<file path="config.mk">
export PLATFORM = sky130hd
export DESIGN_NAME = fetch_stage
export DESIGN_NICKNAME = d
export VERILOG_FILES = /design/src/rtl/core_pkg.sv /design/src/rtl/fetch_buffer.sv /design/src/rtl/fetch_stage.sv
export SDC_FILE = /design/constraint.sdc
export NUM_CORES = 1
export LEC_CHECK = 0
export CAP_MARGIN = 20
export CORE_ASPECT_RATIO = 1.1
export CORE_MARGIN = 2
export CORE_UTILIZATION = 55
export DETAILED_ROUTE_END_ITERATION = 8
export PLACE_DENSITY = 0.85
export SYNTH_ARGS = -nofsm -noshare
export SYNTH_HDL_FRONTEND = slang
export SYNTH_HIERARCHICAL = 1
export SYNTH_SLANG_ARGS = --single-unit
</file>
<file path="constraint.sdc">
create_clock -name clock -period 11.3 [get_ports clock]
set_clock_uncertainty 0.05 [all_clocks]
set_input_delay 2.825 -clock clock [delete_from_list [all_inputs] [get_ports clock]]
set_output_delay 2.825 -clock clock [all_outputs]
set_load 0.01 [all_outputs]
</file>
<file path="src/rtl/core_pkg.sv">
// Shared core types and constants used by fetch and decode.
// No logic; types and parameters only.
// Not applicable: no handshake lives in a package.
package core_pkg;

    localparam int XLEN = 32;
    localparam logic [XLEN-1:0] DEFAULT_RESET_PC = 32'h01000000;
    localparam logic [XLEN-1:0] INSN_NOP = 32'h00000013;

    // One fetched instruction paired with the address it came from.
    typedef struct packed {
        logic [XLEN-1:0] pc;
        logic [XLEN-1:0] insn;
    } fetch_entry_t;

endpackage

</file>
<file path="src/rtl/fetch_buffer.sv">
// Two-entry FIFO holding fetched entries between fetch and decode.
// Head visible combinationally from storage; push/pop/flush take effect on the rising edge.
// Push is ignored when full at the start of the cycle (a same-cycle pop does not free space); flush wins over push/pop.
module fetch_buffer #(
    parameter int WIDTH = 64
) (
    input  logic             clock,
    input  logic             reset,
    input  logic             push,
    input  logic [WIDTH-1:0] push_data,
    input  logic             pop,
    input  logic             flush,
    output logic [1:0]       count,
    output logic [WIDTH-1:0] head
);

    logic [WIDTH-1:0] entries [2];
    logic             rd_ptr;
    logic             wr_ptr;
    logic             do_push;
    logic             do_pop;

    // Qualify requests against the occupancy seen at the start of the cycle.
    always_comb begin
        do_push = push && (count != 2'd2);
        do_pop  = pop && (count != 2'd0);
        head    = entries[rd_ptr];
    end

    // Storage, pointers and occupancy; flush only rewinds pointers, contents go stale.
    always_ff @(posedge clock or posedge reset) begin
        if (reset) begin
            entries[0] <= '0;
            entries[1] <= '0;
            rd_ptr     <= 1'b0;
            wr_ptr     <= 1'b0;
            count      <= 2'd0;
        end else if (flush) begin
            rd_ptr <= 1'b0;
            wr_ptr <= 1'b0;
            count  <= 2'd0;
        end else begin
            if (do_push) begin
                entries[wr_ptr] <= push_data;
                wr_ptr          <= ~wr_ptr;
            end
            if (do_pop) begin
                rd_ptr <= ~rd_ptr;
            end
            count <= count + {1'b0, do_push} - {1'b0, do_pop};
        end
    end

endmodule

</file>
<file path="src/rtl/fetch_stage.sv">
// RV32I instruction fetch: PC register, combinational imem read, 2-entry buffer to decode.
// First instruction reaches decode one edge after reset release; a redirect costs two edges.
// Decode stalls via d_ready; once the buffer is full the PC freezes. Redirect flushes and masks f_valid.
module fetch_stage
    import core_pkg::*;
#(
    parameter logic [31:0] RESET_PC = DEFAULT_RESET_PC
) (
    input  logic        clock,
    input  logic        reset,
    output logic [31:0] imem_address,
    input  logic [31:0] imem_data,
    input  logic        redirect_valid,
    input  logic [31:0] redirect_target,
    output logic        f_valid,
    output logic [31:0] f_pc,
    output logic [31:0] f_insn,
    input  logic        d_ready,
    output logic        misaligned
);

    logic [31:0]  pc;
    logic [1:0]   count;
    logic         push;
    logic         pop;
    fetch_entry_t push_entry;
    fetch_entry_t head_entry;
    logic [63:0]  head_bits;

    // Push only into free space and never in a redirect cycle; redirect also hides the head.
    always_comb begin
        push            = (count != 2'd2) && !redirect_valid;
        f_valid         = (count != 2'd0) && !redirect_valid;
        pop             = f_valid && d_ready;
        push_entry.pc   = pc;
        push_entry.insn = imem_data;
        head_entry      = fetch_entry_t'(head_bits);
        f_pc            = head_entry.pc;
        f_insn          = head_entry.insn;
        imem_address    = pc;
    end

    fetch_buffer #(
        .WIDTH($bits(fetch_entry_t))
    ) u_buffer (
        .clock     (clock),
        .reset     (reset),
        .push      (push),
        .push_data (push_entry),
        .pop       (pop),
        .flush     (redirect_valid),
        .count     (count),
        .head      (head_bits)
    );

    // PC: redirect reloads a word-aligned target, otherwise advance on every accepted push.
    always_ff @(posedge clock or posedge reset) begin
        if (reset) begin
            pc <= RESET_PC;
        end else if (redirect_valid) begin
            pc <= {redirect_target[31:2], 2'b00};
        end else if (push) begin
            pc <= pc + 32'd4;
        end
    end

    // Sticky record of any redirect to a non-word-aligned target.
    always_ff @(posedge clock or posedge reset) begin
        if (reset) begin
            misaligned <= 1'b0;
        end else if (redirect_valid && (redirect_target[1:0] != 2'b00)) begin
            misaligned <= 1'b1;
        end
    end

endmodule
</file>
* Yosys cells after proc, flatten, opt, wreduce, memory -nomap -nowiden *
Index checks and enable logic that the tools add are counted.

operators by class
  multiplexer cells = 13
  reduce and logical (&&, ||, !) cells = 14
  bitwise gates (word level) = 5
  order comparisons = 3
  add/subtract/negate cells = 3
  eq/ne operators = 1

operator list
  operator                                                     number
  two-way mux 64 bit                                           4
  bitwise mux 128 bit                                          1
  demux 64 bit (select 1 bit)                                  1
  two-way mux 32 bit                                           2
  adder 32 x 3 -> 32 bit (second input constant)               1
  nonzero test 2 bit                                           5
  logical AND 1 bit                                            7
  >= comparator 2 bit (second input constant)                  2
  two-way mux 1 bit                                            4
  inverter 1 -> 2 bit                                          2
  inverter 1 bit                                               3
  adder 2 x 1 -> 2 bit                                         1
  less-than comparator 2 x 1 -> 1 bit (second input constant)  1
  two-way mux 2 bit                                            1
  != test 2 bit (second input constant)                        1
  AND reduction 2 bit                                          1
  subtractor 2 x 1 -> 2 bit                                    1
  logical NOT 1 bit                                            1

storage, ports and cells
  bits of input ports = 68
  bits in registers = 165
  word-level logic and storage cells = 46

* Longest topological paths before layout *
Gate-level depths: netlist of run 1.

  word-level depth = 6
  gate-level depth with buffers = 10

* By module *
Netlist of run 1, hierarchy kept.

modules (own cells, without submodules)
  module        cells each  area each (um^2)  times used  sequential area each (um^2)
  fetch_buffer  364         5,898.2           1           3,303.2
  fetch_stage   196         1,810.5           1           777.0

* Worst setup path before layout of run 1 *
Ideal clock, no wire load.

  path type = input-to-output
  start point = in redirect_valid
  end point = out f_valid
  arrival = 3.401 ns
  cell stages on the path = 3
  path buffers = 2
  setup slack = 5.024 ns
  data required time = 8.425 ns
  cell sequence = clkbuf_1 > clkbuf_1 > nor2_1

on the way
  longest elaborated chain between the ends = 2

RTL lines
  element             RTL line           source
  start: declaration  fetch_stage.sv:13  input logic redirect_valid,
  logical NOT 1 bit   fetch_stage.sv:33  f_valid = (count != 2'd0) && !redirect_valid;
  logical AND 1 bit   fetch_stage.sv:33
  end: declaration    fetch_stage.sv:15  output logic f_valid,

Every way passes these cells.

* Final worst setup path of run 1 *
Same ends and word-level chain as after synthesis.

==> results.py, run 1 <==
metrics = {
    "outcome": {
        "status": "finished, final reports clean",
    },
    "detailed_routing": {
        "post-route-drc-count": 0,
        "finalWirelength_um": 16800,
        "drtIter0Drc": 235,
        "vias": 4998,
        "ant_nets": 0,
        "routed_via_density": 5.43,
        "top_layer": "met4",
        "wl_met3_um": 1040,
        "dr.pass1.iters": 4,
        "routedWlPerCell_um": 18.3,
        "wl_met1_um": 7200,
        "wl_met2_um": 8210,
    },
    "finish": {
        "final_cell_mix": "clkdlybuf4s50_1 (162), dfrtp_1 (161), mux2_2 (153)",
        "stdcell_count": 921,
        "postLayoutCellArea_um2": 9980,
        "final_common_cell": "clkdlybuf4s50_1",
        "antenna_cells": 0,
        "syn_to_final_growth_pct": 29.5,
        "final_nets": 792,
        "final_layout_size_suffix_gt1_share_pct": 33.0,
    },
    "pwr": {
        "clockPowerShare_pct": 21.9,
        "peakVddDrop_mv": 0.127,
        "switching_share_pct": 28.3,
        "p_comb_share_pct": 38.5,
        "p_leak_nw": 4.25,
        "power_density_nw_per_um2": 248,
        "power_mw": 2.47,
        "p_seq_share_pct": 39.6,
        "switchingPower_mw": 0.699,
        "internal_power_mw": 1.78,
    },
    "synth": {
        "synth.area.mux_share_pct": 30.6,
        "synth_simple_gate_area_share_pct": 7.19,
        "synth_top_family_by_area": "multiplexers",
        "synth_adder_area_share_pct": 0.487,
        "syn_avg_cell_area_um2": 13.8,
        "netlist_area_um2": 7710,
        "async_reset_ff_share_pct": 100,
        "synthesis.instances": 560,
        "ys.warnings.count": 6,
        "synth_seq_cells": 163,
        "ys.flop_type": "dfrtp_1",
        "yosysSeqAreaShare_pct": 52.9,
        "synth_xor_area_share_pct": 3.64,
        "synth-edff-count": 0,
        "synth_compound_area_share_pct": 2.05,
        "ys_types": 39,
    },
    "worst_setup_path": {
        "required_ps": 8430,
        "arrival_ps": 4030,
        "critPathMaxFanout": 66,
        "cp-start-kind": "primary input",
        "worstSetupEndpointType": "output pin",
        "critPathKind": "primary input to output pin",
    },
    "global_routing": {
        "grt_pass1_wl_um": 26900,
        "grt_start_max_net_pins": 68,
        "antenna_found_initial": 0,
        "grt_use_total_pct": 23.4,
        "grt.overflow.total": 0,
        "grt_pass1_vias": 5288,
    },
    "clock_network": {
        "cts_tree": "yes",
        "hold_buffers": 0,
        "post_cts_resized": 0,
        "cts_root_buf": "clkbuf_16",
        "clockBufferDepth": 2,
        "clk_latency_ps": 420,
        "cts_buffers": 17,
        "postCtsSetupBuffers": 0,
        "numClockSinks": 163,
        "htree_levels": 4,
        "clk_pin_slew_ps": 60,
    },
    "place": {
        "dp_hpwl_um": 11300,
        "dp.cells": 889,
        "port_buffers": 163,
        "gp_congestion": 0.779,
        "dpl_cell_area_um2": 9420,
    },
    "sta": {
        "slew_viol_final": 0,
        "fin_tns_setup_ps": 0,
        "period_minus_slack_ps": 6900,
        "fin_crit_sh_pct": 61.1,
        "tightest_slew_ps": 938,
        "hold_viol": 0,
        "relSlewSlack_pct": 37.1,
        "setup_violations": 0,
        "max_freq_mhz": 145,
        "rsz0062_at_grt": "no",
    },
    "die": {
        "std_cell_rows": 45,
        "core_um2": 13700,
        "start_util_pct": 56.1,
        "ioPinCount": 166,
        "die_x_um": 117,
        "die_y_um": 128,
        "die-area_um2": 15000,
    },
    "hold_path": {
        "hold_path_class": "flop to flop",
    },
    "flow_run": {
        "cap_violations": 0,
    },
}
-- cell usage after synthesis (4+ instances only) --
library cell	number	area [um^2]
clkbuf_1	9	33.8
xor2_1	22	193
mux2_2	153	1720
nand2_1	38	143
o21ai_0	17	85.1
nand4_2	4	50.1
and3_1	4	25.0
buf_2	13	65.1
nand3_1	9	45.0
nand4_1	9	56.3
inv_1	5	18.8
dfrtp_1	162	4050
o21ai_1	12	60.1
xnor2_1	10	87.6
mux2_4	40	601
nor2b_1	4	25.0
buf_6	7	78.8
nor2_1	8	30.0
-- flip-flops by register name (all words and copies together) (netlist names) --
| name | cells |
|---|---|
| imem_address | 30 |
| u_buffer/count | 2 |
| misaligned | 1 |
| u_buffer/rd_ptr | 1 |
| u_buffer/wr_ptr | 1 |
| u_buffer/entries | 128 |
-- path summary, 6_finish.rpt --
kind | cells after the start | end | slack, ps | start
max in group asynchronous | 3 | u_buffer/entries[120] | 6920 | reset
worst min-delay path | 1 | u_buffer/entries[78] | 440 | u_buffer/entries[78]
worst max register to register | 5 | u_buffer/entries[47] | 8340 | u_buffer/count[1]
worst max-delay path | 4 | f_valid | 4400 | redirect_valid
min in group asynchronous | 3 | misaligned | 2840 | reset
worst min register to register | 1 | u_buffer/entries[78] | 440 | u_buffer/entries[78]
-- power groups by stage --
stage          clock, mW  combinational, mW  sequential, mW
2_1_floorplan          0              0.584           0.938
3_3_place_gp           0              0.923           0.962
3_5_place_dp           0              0.955           0.987
4_1_cts            0.551              0.965           0.981
5_1_grt            0.575               1.02            1.01
6_report           0.541              0.953           0.981
-- through the flow --
stage | hold slack [ps] | setup WS, ps | utilization, %
global route | 461 | 4290 | 72.7
global placement | 413 | 4420 | 68.6
detailed placement | 416 | 4380 | 68.6
floorplan | 404 | 4900 | -
finish | 435 | 4400 | 72.7
CTS | 438 | 4380 | 72.6
-- per-layer routing --
metal	up-vias	global-route usage [%]
li1	2283	-
met1	2524	29.6
met2	158	38.8
met3	33	6.15
met4	0	8.44
met5	-	0
-- worst max-delay path: stages --
cell and delay (ps):
buf_2 70, buf_4 490, nor2_1 130, clkdlybuf4s50_1 500
-- cell type report --
type / instances / area (um^2)
Clock buffer: 28 / 507
Clock inverter: 3 / 43.8
Fill cell: 961 / 3750
Inverter: 5 / 21.3
Multi-Input combinational cell: 364 / 3410
Sequential cell: 163 / 4080
Tap cell: 188 / 235
Timing Repair Buffer: 170 / 1690
-- kinds of logic after synthesis --
family                     Yosys count
muxes                              196
AOI/OAI and AO/OA                   31
DFF                                163
xor gates and xnor gates            32
adders and majority gates            3
buffers and inverters               38
other                                1
and+or+nand+nor                     96
(Power assumes the default switching activity.)
==> run 2, diff against run 1 <==
- CORE_UTILIZATION: 55 -> 51
- PLACE_DENSITY: 0.85 -> 0.79
- clock period: 11.3 -> 6.76 ns (I/O delays scaled with it)
==> run 2 against run 1 <==
Compared with the run above: via count fell by 1.2%; routed wire length rose by 1.4%; total power rose by 67%; combinational power rose by 68%.
==> results.py, run 2 (synthesis gave the netlist of run 1 again) <==
metrics = {
    "die": {
        "std_cell_rows": 47,
        "die_y_um": 133,
        "ioPinCount": 166,
        "core_um2": 14900,
        "die-area_um2": 16100,
        "die_x_um": 121,
        "start_util_pct": 51.6,
    },
    "finish": {
        "antenna_cells": 0,
        "multi_input_comb_area_um2": 3410,
        "final_cell_mix": "clkdlybuf4s50_1 (162), dfrtp_1 (161), mux2_2 (153)",
        "final_nets": 793,
        "register_area_um2": 4080,
        "top_register": "u_buffer/entries",
        "final_util_pct": 66.9,
        "final_layout_size_suffix_gt1_share_pct": 33.4,
        "syn_to_final_growth_pct": 29.7,
        "fillers": 1099,
        "final_common_cell": "clkdlybuf4s50_1",
        "largest_reg_flops": 128,
    },
    "global_routing": {
        "grt_pass1_vias": 5464,
        "grt_pass1_wl_um": 27800,
        "grt_use_met2_pct": 37.8,
        "grt_start_max_net_pins": 75,
        "antenna_found_initial": 0,
        "grt_use_total_pct": 22.1,
        "grt.overflow.total": 0,
        "use_met1_pct": 27.1,
        "met3_usage_pct": 6.77,
        "gr-max-usage-layer": "met2",
    },
    "sta": {
        "rsz0062_at_grt": "no",
        "relSlewSlack_pct": 31.4,
        "fin_crit_sh_pct": 65.5,
        "setup_slack_ps": 2330,
        "tightest_slew_ps": 1020,
        "fin_tns_setup_ps": 0,
        "setup_violations": 0,
        "max_freq_mhz": 226,
        "period_minus_slack_ps": 4430,
        "timing.hold.ws_ps": 433,
        "slew_viol_final": 0,
        "hold_viol": 0,
    },
    "clock_network": {
        "numClockSinks": 163,
        "post_cts_resized": 0,
        "clk_latency_ps": 420,
        "cts_root_buf": "clkbuf_16",
        "cts_tree": "yes",
        "clockBufferDepth": 2,
        "postCtsSetupBuffers": 0,
        "hold_buffers": 0,
        "cts_buffers": 17,
        "clk_pin_slew_ps": 60,
        "htree_levels": 4,
    },
    "worst_setup_path": {
        "cp-start-kind": "flop",
        "r2r-end": "u_buffer/entries[76]",
        "worstSetupEndpointType": "output pin",
        "crit_path_start": "u_buffer/rd_ptr",
        "arrival_ps": 2690,
        "required_ps": 5020,
        "critPathMaxFanout": 52,
        "r2r_cells": 6,
        "cpPeakStageDelay_ps": 670,
        "path_cells": "buf_4 > mux2_2 > clkdlybuf4s50_1",
        "critPathKind": "flop to output pin",
        "rr_startpoint": "u_buffer/count[1]",
        "endpoint": "f_insn[13]",
        "r2r_slack_ps": 4160,
        "critPathSlowestCell": "buf_4",
    },
    "detailed_routing": {
        "finalWirelength_um": 17100,
        "drtIter0Drc": 243,
        "routed_via_density": 5.32,
        "post-route-drc-count": 0,
        "routedWlPerCell_um": 18.4,
        "ant_nets": 0,
        "dr.pass1.iters": 4,
        "vias": 4938,
    },
    "place": {
        "gp_congestion": 0.824,
        "preCtsSetupSlack_ps": 2560,
        "dp_hpwl_um": 11200,
        "port_buffers": 163,
    },
    "pwr": {
        "p_leak_nw": 4.25,
        "power_density_nw_per_um2": 413,
        "peakVddDrop_mv": 0.204,
    },
    "hold_path": {
        "hold_path_class": "flop to flop",
    },
    "outcome": {
        "status": "finished, final reports clean",
    },
    "flow_run": {
        "cap_violations": 0,
    },
}
[run 2: worst max-delay path, delay by kind of cell, from the launching register on]
kind	cells	cell delay, ps
buffers and inverters	2	1190
DFF	1	620
muxes	1	420
[run 2: metal layers]
| layer | routed length (um) | up-vias |
|---|---|---|
| li1 | - | 2289 |
| met1 | 7130 | 2474 |
| met2 | 8640 | 150 |
| met3 | 1070 | 25 |
| met4 | 233 | 0 |
| met5 | 0 | - |
[run 2: report_power, final]
| part | internal (mW) | switching [mW] | total (mW) |
|---|---|---|---|
| Combinational | 1.04 | 0.560 | 1.60 |
| Sequential | 1.39 | 0.248 | 1.63 |
| Clock | 0.550 | 0.355 | 0.905 |
| Total | 2.97 | 1.16 | 4.13 |
[run 2: worst min-delay path by stage]
stage | from | to | slack (ps) | depth (start not counted)
CTS | misaligned | misaligned | 440 | 1
global placement | misaligned | misaligned | 400 | 1
floorplan | u_buffer/entries[78] | u_buffer/entries[78] | 400 | 1
global route | u_buffer/entries[8] | u_buffer/entries[8] | 460 | 1
finish | misaligned | misaligned | 430 | 1
detailed placement | misaligned | misaligned | 420 | 1
[run 2: stage by stage]
stage	total power, mW	area [um^2]	std cells
2_1_floorplan	2.54	7730	565
3_3_place_gp	3.16	9440	899
3_5_place_dp	3.25	9440	899
4_1_cts	4.18	10000	929
5_1_grt	4.37	10000	929
6_report	4.13	10000	929
[run 2: final cells by class]
class	instances	area share [%]
clock buffers	26	5.09
well taps	196	2.45
multi-input cells	364	34.1
clock inverters	4	0.475
repair buffers	171	16.9
inverters	5	0.213
flip-flops and latches	163	40.8
==> run 3, diff against run 2 <==
- clock period: 6.76 -> 4.6 ns (I/O delays scaled with it)
==> run 3 against run 2 <==
Compared with the run above: hold slack better by 3.5 ps; sequential power increased by 47%; global-route usage fell by 0.13 points; via count grew 1.5%; sequential cell count unchanged; combinational power grew 47%; critical endpoint is now f_insn[19]; largest cell class unchanged; utilization up 0.74 points; critical path depth unchanged; sequential share of layout area fell by 0.44 points.
==> results.py, run 3 (synthesis gave the netlist of run 1 again) <==
metrics = {
    "detailed_routing": {
        "routedWlPerCell_um": 18.4,
        "routed_via_density": 5.38,
        "finalWirelength_um": 17100,
        "vias": 5011,
        "drtIter0Drc": 314,
        "dr.pass1.iters": 4,
        "post-route-drc-count": 0,
        "ant_nets": 0,
    },
    "sta": {
        "period_minus_slack_ps": 3630,
        "hold_viol": 0,
        "setup_violations": 0,
        "fin_crit_sh_pct": 79.0,
        "max_freq_mhz": 275,
        "slew_viol_final": 0,
        "rsz0062_at_grt": "no",
        "fin_tns_setup_ps": 0,
        "tightest_slew_ps": 1100,
        "relSlewSlack_pct": 26.4,
    },
    "finish": {
        "postLayoutCellArea_um2": 10100,
        "largest_reg_flops": 128,
        "syn_to_final_growth_pct": 31.1,
        "final_common_cell": "clkdlybuf4s50_1",
        "final_nets": 794,
        "antenna_cells": 0,
        "final_layout_size_suffix_gt1_share_pct": 34.0,
        "register_area_um2": 4080,
        "multi_input_comb_area_um2": 3410,
        "fillers": 1108,
        "top_register": "u_buffer/entries",
        "final_cell_mix": "clkdlybuf4s50_1 (162), dfrtp_1 (161), mux2_2 (153)",
    },
    "clock_network": {
        "htree_levels": 4,
        "clk_latency_ps": 430,
        "cts_buffers": 17,
        "post_cts_resized": 0,
        "clk_pin_slew_ps": 60,
        "postCtsSetupBuffers": 0,
        "numClockSinks": 163,
        "cts_root_buf": "clkbuf_16",
        "cts_tree": "yes",
        "hold_buffers": 0,
        "clockBufferDepth": 2,
    },
    "place": {
        "port_buffers": 163,
        "dpl_cell_area_um2": 9460,
        "dp_hpwl_um": 11200,
        "gp_congestion": 0.866,
    },
    "worst_setup_path": {
        "r2r_cells": 6,
        "endpoint": "f_insn[19]",
        "cp-start-kind": "flop",
        "worstSetupEndpointType": "output pin",
        "r2r_slack_ps": 1920,
        "crit_path_start": "u_buffer/rd_ptr",
        "required_ps": 3400,
        "critPathMaxFanout": 28,
        "arrival_ps": 2430,
        "r2r-end": "u_buffer/entries[76]",
        "rr_startpoint": "u_buffer/count[1]",
        "critPathKind": "flop to output pin",
    },
    "die": {
        "die_x_um": 121,
        "std_cell_rows": 47,
        "core_um2": 14900,
        "ioPinCount": 166,
        "die_y_um": 133,
        "die-area_um2": 16100,
        "start_util_pct": 51.6,
    },
    "hold_path": {
        "hold_path_class": "flop to flop",
        "hold_start": "misaligned",
    },
    "global_routing": {
        "grt_use_total_pct": 22.0,
        "grt_start_max_net_pins": 133,
        "grt_pass1_vias": 5377,
        "grt_pass1_wl_um": 27700,
        "grt.overflow.total": 0,
        "antenna_found_initial": 0,
    },
    "pwr": {
        "p_leak_nw": 4.29,
        "power_density_nw_per_um2": 622,
        "peakVddDrop_mv": 0.306,
    },
    "outcome": {
        "status": "finished, final reports clean",
    },
    "flow_run": {
        "cap_violations": 0,
    },
}
## run 3: cell types whose count changed in the layout (fill, tap and decap cells not counted)
cell,before,now
inv_4,1,0
clkbuf_1,4,1
bufinv_16,1,4
clkinv_2,2,1
buf_12,0,1
clkinvlp_4,1,4
## run 3: per-layer routing
metal	part of all wire, %	GRT usage (%)	up-vias
met1	44	29.4	2510
li1	-	-	2294
met2	48	34.6	185
met4	1.4	6.70	0
met3	6.3	6.55	22
met5	0	0	-
## run 3: power by group
part           switching (mW)  total [mW]  leakage [nW]  internal (mW)
Clock                   0.556        1.53         0.308          0.977
Combinational           0.828        2.35          2.02           1.52
Sequential              0.362        2.40          1.96           2.04
## run 3: worst min path at each step
stage | end | slack, ps | depth (start not counted)
6_report | misaligned | 440 | 1
2_1_floorplan | u_buffer/entries[78] | 400 | 1
3_3_place_gp | misaligned | 410 | 1
5_1_grt | u_buffer/entries[36] | 460 | 1
4_1_cts | u_buffer/entries[78] | 450 | 1
3_5_place_dp | misaligned | 430 | 1
## run 3: worst max-delay path, cell delays in order, from the launching register on
cell	delay [ps]
dfrtp_2	640
buf_4	450
mux2_2	390
clkdlybuf4s50_1	510
## run 3: through the flow
step	total power, mW	cells	utilization [%]	hold WS [ps]	worst slack (ps)
finish	6.28	931	67.7	436	966
global route	6.62	931	67.7	463	883
CTS	6.34	931	67.7	449	952
detailed placement	4.77	900	63.4	427	1340
global placement	4.66	900	63.4	405	1380
floorplan	3.74	565	-	404	1550
## run 3: cell type report
cell class | count | area share, %
clock buffers | 23 | 4.93
well taps | 196 | 2.43
repair buffers | 172 | 16.9
inverters | 5 | 0.223
multi-input cells | 364 | 33.7
clock inverters | 8 | 1.46
flip-flops and latches | 163 | 40.4
